### src/rtl/dm_ctrl_pkg.sv
// Shared width codes, FSM state encoding and defaults for the data-memory access controller.
package dm_ctrl_pkg;

  localparam logic [2:0] W_WORD = 3'd0;
  localparam logic [2:0] W_HALF = 3'd1;
  localparam logic [2:0] W_BYTE = 3'd2;

  localparam int MAX_WAIT_DEF = 15;

  typedef enum logic [1:0] {
    S_IDLE = 2'd0,
    S_REQ  = 2'd1,
    S_WAIT = 2'd2,
    S_RESP = 2'd3
  } state_t;

  // Unknown width codes behave as word accesses, so they must be word aligned.
  function automatic logic misaligned(input logic [2:0] width, input logic [1:0] off);
    if (width == W_BYTE) return 1'b0;
    if (width == W_HALF) return off[0];
    return off != 2'b00;
  endfunction

endpackage

### src/rtl/dm_access_ctrl_if.sv
// Data-memory bus: request/grant handshake with a separate read-data valid.
interface dm_access_ctrl_if;
  logic        dm_req;
  logic        dm_we;
  logic [31:0] dm_addr;
  logic [3:0]  dm_be;
  logic [31:0] dm_wdata;
  logic        dm_gnt;
  logic        dm_rvalid;
  logic [31:0] dm_rdata;

  modport master (
    output dm_req, dm_we, dm_addr, dm_be, dm_wdata,
    input  dm_gnt, dm_rvalid, dm_rdata
  );

  modport slave (
    input  dm_req, dm_we, dm_addr, dm_be, dm_wdata,
    output dm_gnt, dm_rvalid, dm_rdata
  );
endinterface

### src/rtl/dm_lane_align.sv
// Combinational lane logic: store byte enables/replication and load lane select/extension.
module dm_lane_align
  import dm_ctrl_pkg::*;
(
  input  logic [2:0]  st_width,
  input  logic [1:0]  st_off,
  input  logic [31:0] st_data,
  output logic [3:0]  st_be,
  output logic [31:0] st_wdata,
  input  logic [2:0]  ld_width,
  input  logic [1:0]  ld_off,
  input  logic        ld_sign,
  input  logic [31:0] ld_word,
  output logic [31:0] ld_data
);

  logic [15:0] ld_half;
  logic [7:0]  ld_byte;

  always_comb begin
    st_be    = 4'b1111;
    st_wdata = st_data;
    if (st_width == W_HALF) begin
      st_be    = st_off[1] ? 4'b1100 : 4'b0011;
      st_wdata = {2{st_data[15:0]}};
    end else if (st_width == W_BYTE) begin
      st_be    = 4'b0001 << st_off;
      st_wdata = {4{st_data[7:0]}};
    end
  end

  always_comb begin
    ld_half = ld_off[1] ? ld_word[31:16] : ld_word[15:0];
    unique case (ld_off)
      2'd0:    ld_byte = ld_word[7:0];
      2'd1:    ld_byte = ld_word[15:8];
      2'd2:    ld_byte = ld_word[23:16];
      default: ld_byte = ld_word[31:24];
    endcase
    ld_data = ld_word;
    if (ld_width == W_HALF)
      ld_data = {{16{ld_sign & ld_half[15]}}, ld_half};
    else if (ld_width == W_BYTE)
      ld_data = {{24{ld_sign & ld_byte[7]}}, ld_byte};
  end

endmodule

### src/rtl/dm_access_ctrl.sv
// M-stage load/store sequencer for a req/gnt/rvalid data-memory bus with watchdog abort.
// Optional misalignment trapping is enabled by defining DM_ALIGN_CHECK_EN.
module dm_access_ctrl
  import dm_ctrl_pkg::*;
#(
  parameter int MAX_WAIT = MAX_WAIT_DEF,
  parameter int CNT_W    = 8
) (
  input  logic                    clk,
  input  logic                    reset,
  input  logic                    m_valid,
  input  logic                    m_we,
  input  logic [2:0]              m_width,
  input  logic                    m_sign,
  input  logic [31:0]             m_addr,
  input  logic [31:0]             m_wdata,
  output logic                    stall,
  output logic                    done,
  output logic [31:0]             rdata,
  output logic                    bus_err,
  output logic                    addr_err,
  dm_access_ctrl_if.master        dm
);

  state_t      state_q, state_d;
  logic        we_q, we_d, sign_q, sign_d;
  logic [2:0]  width_q, width_d;
  logic [31:0] addr_q, addr_d, wdata_q, wdata_d, rdata_q, rdata_d;
  logic [3:0]  be_q, be_d;
  logic        bus_err_q, bus_err_d, addr_err_q, addr_err_d;
  logic [CNT_W-1:0] cnt_q, cnt_d;
  logic        timeout;
  logic [3:0]  st_be;
  logic [31:0] st_wdata, ld_data;

  dm_lane_align u_align (
    .st_width (m_width),
    .st_off   (m_addr[1:0]),
    .st_data  (m_wdata),
    .st_be    (st_be),
    .st_wdata (st_wdata),
    .ld_width (width_q),
    .ld_off   (addr_q[1:0]),
    .ld_sign  (sign_q),
    .ld_word  (dm.dm_rdata),
    .ld_data  (ld_data)
  );

  always_comb begin
    state_d    = state_q;
    we_d       = we_q;
    width_d    = width_q;
    sign_d     = sign_q;
    addr_d     = addr_q;
    be_d       = be_q;
    wdata_d    = wdata_q;
    rdata_d    = rdata_q;
    bus_err_d  = bus_err_q;
    addr_err_d = addr_err_q;
    cnt_d      = cnt_q;
    timeout    = (cnt_q + CNT_W'(1)) == CNT_W'(MAX_WAIT);
    unique case (state_q)
      S_IDLE: begin
        if (m_valid) begin
          we_d       = m_we;
          width_d    = m_width;
          sign_d     = m_sign;
          addr_d     = m_addr;
          be_d       = st_be;
          wdata_d    = st_wdata;
          rdata_d    = '0;
          bus_err_d  = 1'b0;
          addr_err_d = 1'b0;
          cnt_d      = '0;
          state_d    = S_REQ;
`ifdef DM_ALIGN_CHECK_EN
          if (misaligned(m_width, m_addr[1:0])) begin
            state_d    = S_RESP;
            addr_err_d = 1'b1;
          end
`endif
        end
      end
      S_REQ: begin
        cnt_d = cnt_q + CNT_W'(1);
        // A granted store is complete; a granted load still owes its data beat.
        if (dm.dm_gnt && we_q) begin
          state_d = S_RESP;
        end else if (timeout) begin
          state_d   = S_RESP;
          bus_err_d = 1'b1;
        end else if (dm.dm_gnt) begin
          state_d = S_WAIT;
        end
      end
      S_WAIT: begin
        cnt_d = cnt_q + CNT_W'(1);
        if (dm.dm_rvalid) begin
          rdata_d = ld_data;
          state_d = S_RESP;
        end else if (timeout) begin
          state_d   = S_RESP;
          bus_err_d = 1'b1;
        end
      end
      default: state_d = S_IDLE;
    endcase
  end

  always_ff @(posedge clk or negedge reset) begin
    if (!reset) begin
      state_q    <= S_IDLE;
      we_q       <= 1'b0;
      width_q    <= W_WORD;
      sign_q     <= 1'b0;
      addr_q     <= '0;
      be_q       <= '0;
      wdata_q    <= '0;
      rdata_q    <= '0;
      bus_err_q  <= 1'b0;
      addr_err_q <= 1'b0;
      cnt_q      <= '0;
    end else begin
      state_q    <= state_d;
      we_q       <= we_d;
      width_q    <= width_d;
      sign_q     <= sign_d;
      addr_q     <= addr_d;
      be_q       <= be_d;
      wdata_q    <= wdata_d;
      rdata_q    <= rdata_d;
      bus_err_q  <= bus_err_d;
      addr_err_q <= addr_err_d;
      cnt_q      <= cnt_d;
    end
  end

  assign done        = (state_q == S_RESP);
  assign stall       = m_valid && !done;
  assign rdata       = done ? rdata_q : 32'h0;
  assign bus_err     = done && bus_err_q;
`ifdef DM_ALIGN_CHECK_EN
  assign addr_err    = done && addr_err_q;
`else
  assign addr_err    = 1'b0;
`endif
  assign dm.dm_req   = (state_q == S_REQ);
  assign dm.dm_we    = (state_q == S_REQ) && we_q;
  assign dm.dm_addr  = {addr_q[31:2], 2'b00};
  assign dm.dm_be    = be_q;
  assign dm.dm_wdata = wdata_q;

endmodule

### src/flat_wrapper.sv
// flat-port wrapper written by rule: the top's interface ports become plain ports
module dm_access_ctrl_flat import dm_ctrl_pkg::*;
#(
  parameter int MAX_WAIT = MAX_WAIT_DEF,
  parameter int CNT_W    = 8
)
  (clk, reset, m_valid, m_we, m_width, m_sign, m_addr, m_wdata, stall, done, rdata, bus_err, addr_err, dm_dm_req, dm_dm_we, dm_dm_addr, dm_dm_be, dm_dm_wdata, dm_dm_gnt, dm_dm_rvalid, dm_dm_rdata);
  dm_access_ctrl_if dm_i ();
  input  logic clk;
  input  logic reset;
  input  logic m_valid;
  input  logic m_we;
  input  logic [2:0] m_width;
  input  logic m_sign;
  input  logic [31:0] m_addr;
  input  logic [31:0] m_wdata;
  output logic stall;
  output logic done;
  output logic [31:0] rdata;
  output logic bus_err;
  output logic addr_err;
  output wire logic [$bits(dm_i.dm_req)-1:0] dm_dm_req;
  output wire logic [$bits(dm_i.dm_we)-1:0] dm_dm_we;
  output wire logic [$bits(dm_i.dm_addr)-1:0] dm_dm_addr;
  output wire logic [$bits(dm_i.dm_be)-1:0] dm_dm_be;
  output wire logic [$bits(dm_i.dm_wdata)-1:0] dm_dm_wdata;
  input wire logic [$bits(dm_i.dm_gnt)-1:0] dm_dm_gnt;
  input wire logic [$bits(dm_i.dm_rvalid)-1:0] dm_dm_rvalid;
  input wire logic [$bits(dm_i.dm_rdata)-1:0] dm_dm_rdata;
  assign dm_dm_req = dm_i.dm_req;
  assign dm_dm_we = dm_i.dm_we;
  assign dm_dm_addr = dm_i.dm_addr;
  assign dm_dm_be = dm_i.dm_be;
  assign dm_dm_wdata = dm_i.dm_wdata;
  assign dm_i.dm_gnt = dm_dm_gnt;
  assign dm_i.dm_rvalid = dm_dm_rvalid;
  assign dm_i.dm_rdata = dm_dm_rdata;
  dm_access_ctrl #(.MAX_WAIT(MAX_WAIT), .CNT_W(CNT_W)) u_core (.clk(clk), .reset(reset), .m_valid(m_valid), .m_we(m_we), .m_width(m_width), .m_sign(m_sign), .m_addr(m_addr), .m_wdata(m_wdata), .stall(stall), .done(done), .rdata(rdata), .bus_err(bus_err), .addr_err(addr_err), .dm(dm_i));
endmodule
### config.mk
export PLATFORM = sky130hd
export DESIGN_NAME = dm_access_ctrl_flat
export DESIGN_NICKNAME = d
export VERILOG_FILES = /design/src/rtl/dm_ctrl_pkg.sv /design/src/rtl/dm_access_ctrl_if.sv /design/src/rtl/dm_lane_align.sv /design/src/rtl/dm_access_ctrl.sv /design/src/flat_wrapper.sv
export SDC_FILE = /design/constraint.sdc
export NUM_CORES = 1
export LEC_CHECK = 0
export CAP_MARGIN = 20
export CORE_UTILIZATION = 40
export DETAILED_ROUTE_END_ITERATION = 12
export PLACE_DENSITY = 0.72
export SYNTH_ARGS = -nofsm -noshare
export SYNTH_HDL_FRONTEND = slang
export SYNTH_HIERARCHICAL = 1
export SYNTH_SLANG_ARGS = --single-unit
### constraint.sdc
create_clock -name clk -period 2.7 [get_ports clk]
set_clock_uncertainty 0.2 [all_clocks]
set_input_delay 0.54 -clock clk [delete_from_list [all_inputs] [get_ports clk]]
set_output_delay 0.54 -clock clk [all_outputs]
set_load 0.05 [all_outputs]
* Yosys cells after proc, flatten, opt, wreduce, memory -nomap -nowiden
Cells that the tools add are included.
** Cells by class
- Multiplexer cells :: 27
- $add $sub $neg :: 1
- Shift-type cells :: 1
- Bitwise logic cells :: 2
- Reduce and logical (&&, ||, !) cells :: 16
- Equal/unequal tests :: 16
** Operator list (count)
- 32-bit two-way mux :: 7
- 32-bit case mux with 2 select lines :: 1
- 8-bit case mux with 3 select lines :: 1
- 16-bit two-way mux :: 1
- 8-bit case mux with 2 select lines :: 1
- 2-bit two-way mux :: 6
- 4-bit two-way mux :: 3
- 8-bit by 1-bit adder with 8-bit output, second input constant :: 1
- 8-bit by 4-bit == test with 1-bit output, second input constant :: 1
- 8-bit two-way mux :: 1
- 2-bit inequality test, second input constant :: 4
- 2-bit == test, second input constant :: 3
- 3-bit by 1-bit == test with 1-bit output, second input constant :: 2
- 3-bit by 2-bit == test with 1-bit output, second input constant :: 2
- 2-bit case mux with 3 select lines :: 1
- 3-bit AND reduction :: 2
- 2-bit by 1-bit == test with 1-bit output, second input constant :: 2
- 1-bit logical AND :: 4
- 2-bit logical NOT :: 2
- 1-bit two-way mux :: 4
- 4-bit by 1-bit inequality test with 1-bit output, second input constant :: 1
- 2-bit AND reduction :: 2
- 4-bit AND reduction :: 1
- 2-bit nonzero test :: 2
- 7 further kinds :: 8
** Word-level totals
- Logic and storage cells :: 73
- Output and inout port bits :: 106
- Bits in registers :: 116
- Bits of input ports :: 106

* Depth between registers and ports, before layout
- Depth after elaboration :: 7
- Mapped depth :: 7
- Mapped depth without buffers :: 6

* By module
Netlist, hierarchy kept.
** By module, submodules not included
- dm_access_ctrl :: cells an instance 386, area each 5092.4 um2, sequential area each 2902.8 um2, times used 1
- dm_lane_align :: cells an instance 175, area each 1132.3 um2, sequential area each 0.0 um2, times used 1

* Worst setup path after synthesis
No wires, ideal clock.
- Path kind :: flip-flop to output port
- From :: register u_core.state_q[0]
- To :: output rdata[10]
- Arrival :: 1630 ps
- Slack :: 330 ps
- Required time :: 1960 ps
- Buffers on the path :: 1
- Stages on the path, launching flop included :: 4
- Cell sequence :: dfrtp_1 > ha_1 > clkbuf_1 > and2_1
** On the way
- Word-level cells in the longest chain between the ends :: 2
** Ends and longest elaborated chain
- start: declaration :: RTL line dm_access_ctrl.sv:25 : state_t state_q, state_d;
- start signal: assignment :: RTL line dm_access_ctrl.sv:124 : state_q <= state_d;
- 2-bit == test :: RTL line dm_access_ctrl.sv:138 : assign done = (state_q == S_RESP);
- named net done :: RTL line flat_wrapper.sv:18 : output logic done;
- 32-bit two-way mux :: RTL line dm_access_ctrl.sv:140 : assign rdata = done ? rdata_q : 32'h0;
- end: declaration :: RTL line flat_wrapper.sv:19 : output logic [31:0] rdata;
The timed path passes the listed nets, and every way through them passes these cells.

* Final worst setup path
- From :: register u_core.state_q[0]
- To :: output rdata[24]
** On the way
- Word-level cells in the longest chain between the ends :: 2
** Ends and longest elaborated chain (RTL line)
- 2-bit == test :: dm_access_ctrl.sv:138
- 32-bit two-way mux :: dm_access_ctrl.sv:140
Every way passes these cells.

==> impl_metrics.json <==
{
  "status": "completed",
  "ys_ff_latch": 116,
  "yosysMostFrequentCell": "dfrtp_1",
  "num_vias": 5035,
  "ys.warnings.count": 6,
  "ff2ff_setup_slack_ps": 430,
  "synth_edf_count": 0,
  "path_max_fanout": 34,
  "drv_cap": 0,
  "yosysSeqAreaShare": 0.4663,
  "fmax_mhz": 403.7,
  "maxSlewViolCount": 0,
  "total_power_uw": 11920,
  "post_dp_cell_area_sq_um": 8636,
  "cts_setup_buffers": 0,
  "die_w_um": 126.7,
  "yosys-top-cells-count": "116 x dfrtp_1, 77 x mux2_2, 49 x nand2_1, 42 x buf_4, 37 x and2_1",
  "fillers": 1216,
  "syn-instance-count": 561,
  "critPathLaunchType": "flip-flop",
  "hold_path_class": "reg -> reg",
  "die_y_um": 126.7,
  "hold_viol_final": 0,
  "drc": 0,
  "ios": 212,
  "core_area_sq_um": 15200,
  "final_core_util": 0.6126,
  "n_antenna_cell": 0,
  "synth-compound-area-share": 0.1339,
  "die-area_sq_um": 16060,
  "worst_pin_slew_ps": 579.2,
  "grt_max_degree": 56,
  "cts_tree": "built",
  "multi_input_area_sq_um": 2851,
  "required_ps": 1960,
  "synthAdderAreaFrac": 0.01407,
  "htreeDepth": 4,
  "synth_ff_type": "dfrtp_1",
  "rsz0062_at_grt": "no",
  "drt_pre_antenna_iters": 5,
  "grt_overflow_total": 0,
  "place_hpwl_um": 12440,
  "endpoint_kind": "output pin",
  "async_reset_ff_frac": 1.000,
  "finish.instance_area_sq_um": 9313,
  "fin_setup_tns_ps": 0,
  "cts_max_path_buffers": 2,
  "cts-root-buf": "clkbuf_16",
  "clock_latency_ps": 410,
  "num_rows": 45,
  "synthMuxAreaShare": 0.1803,
  "period_needed_ps": 2477,
  "gp_congestion": 0.8764,
  "seqCellArea_sq_um": 2903,
  "initial_utilization": 0.4095,
  "period_share": 0.9175,
  "critPathLaunch": "u_core/state_q[0]$_DFFE_PN0P_",
  "layout-area-overhead-vs-synth_pct": 49.61,
  "peakVddDrop_mv": 1.091,
  "worstPathArrival_ps": 1740,
  "synth_top_family_by_area": "multiplexers",
  "rr_worst_depth": 6,
  "synth-simple-area-share": 0.1226,
  "cts_buffers": 17,
  "synth_area_sq_um": 6225,
  "fin_nets": 852,
  "cts.sinks": 116,
  "setup_viol": 0,
  "slew_headroom": 0.6139,
  "wire_per_inst_um": 17.77,
  "synth_top_area_frac": 0.4663,
  "drive_above_1_share": 0.2301,
  "antenna_found_initial": 0,
  "synth_cell_types": 49,
  "clk_pin_slew_ps": 50,
  "cellPowerDensity_nw_per_um2": 1280,
  "synth_xor_area_frac": 0.004221,
  "grt_pass1_wl_um": 26630,
  "grt_pass1_vias": 5214,
  "synth_area_per_cell_sq_um": 11.10,
  "drt_iter0_markers": 252,
  "endpoint": "rdata[24]",
  "vias_per_cell": 5.356,
  "critical_path_class": "reg -> out",
  "setup_ws_ps": 222.7,
  "routed_wl_um": 16710,
  "dp_slack_ps": 3.051,
  "regToRegEndpoint": "u_core/state_q[0]$_DFFE_PN0P_",
  "synth_area_leaders": "dfrtp_1 47%, mux2_2 14%, buf_4 5.1%",
  "leakagePower_uw": 0.004005,
  "grt_usage": 0.2124,
  "io_buffers": 208,
  "drtAntennaViolNets": 0,
  "r2r_start": "u_core/state_q[0]$_DFFE_PN0P_",
  "synth.largest_area_cell": "dfrtp_1"
}
## cell type report
| type | instances | area share |
|---|---|---|
| clock inverter | 12 | 0.02163 |
| timing repair buffer | 229 | 0.2831 |
| multi-input combinational | 370 | 0.3062 |
| sequential | 116 | 0.3117 |
| inverter | 5 | 0.002015 |
| tap | 188 | 0.02526 |
| clock buffer | 20 | 0.05011 |
## power by group
part           internal (uW)  total, uW  switching [uW]
Combinational           2520       6320            3800
Sequential              2560       3080             523
Clock                   1710       2520             808
Total                   6790      11900            5130
## worst min-delay path by stage
stage / start / slack [ps] / depth (start not counted) / to
after global placement: u_core/dm.dm_wdata[28]$_DFFE_PN0P_ / 270 / 1 / u_core/dm.dm_wdata[28]$_DFFE_PN0P_
after CTS: u_core/addr_q[25]$_DFFE_PN0P_ / 300 / 1 / u_core/addr_q[25]$_DFFE_PN0P_
after detailed placement: u_core/addr_q[25]$_DFFE_PN0P_ / 280 / 1 / u_core/addr_q[25]$_DFFE_PN0P_
after global routing: u_core/rdata_q[4]$_DFFE_PN0P_ / 310 / 1 / u_core/rdata_q[4]$_DFFE_PN0P_
final: u_core/addr_q[25]$_DFFE_PN0P_ / 290 / 1 / u_core/addr_q[25]$_DFFE_PN0P_
after floorplan: reset / 40 / 0 / u_core/addr_q[0]$_DFFE_PN0P_
## critical path: stages, from the launching register on
cell and delay, ps:
dfrtp_1 410, ha_1 210, buf_4 280, and2_1 260, buf_12 160
## through the flow
stage	hold WS, ps	instances
floorplan	44.41	563
global placement	274.5	907
detailed placement	284.3	907
CTS	296.7	940
global route	306.9	940
finish	294.1	940
## logic make-up (layout without fill, tap and decap cells)
group / after synthesis / count (layout)
xor gates and xnor gates: 3 / 3
buffers and inverters: 77 / 266
and+or+nand+nor: 148 / 148
adders and majority gates: 7 / 7
DFF: 116 / 116
AOI/OAI and AO/OA: 108 / 108
muxes: 101 / 101
other: 1 / 3
## routing by layer
layer	global-route usage	share of wire
met5	0	0
met4	0.08333	0.015
met3	0.07043	0.078
met2	0.3568	0.50
met1	0.2517	0.40
## state kept, by name, indices dropped and copies added (netlist names)
name	count
u_core/rdata_q	32
u_core/dm.dm_wdata	32
u_core/width_q	3
u_core/bus_err_q	1
u_core/cnt_q	8
u_core/sign_q	1
u_core/addr_q	32
u_core/we_q	1
u_core/dm.dm_be	4
u_core/state_q	2
## layout by cell type, fill, tap and decap left out, types with 17 or more instances in the layout
master,Yosys,final
mux2_2,77,77
nand2_1,49,48
o21ai_0,17,17
clkdlybuf4s50_1,0,170
clkbuf_16,0,17
buf_4,42,18
nand3_1,18,18
buf_12,0,39
a22o_1,32,32
dfrtp_1,116,116
and2_1,37,37
## repair_timing
action                                  CTS  global route
hold buffers                              1             0
hold endpoints to repair                 27             0
gates resized for setup                   1             0
endpoints found under the setup margin    1             0
Note: power is estimated with default switching activity, not from simulation.
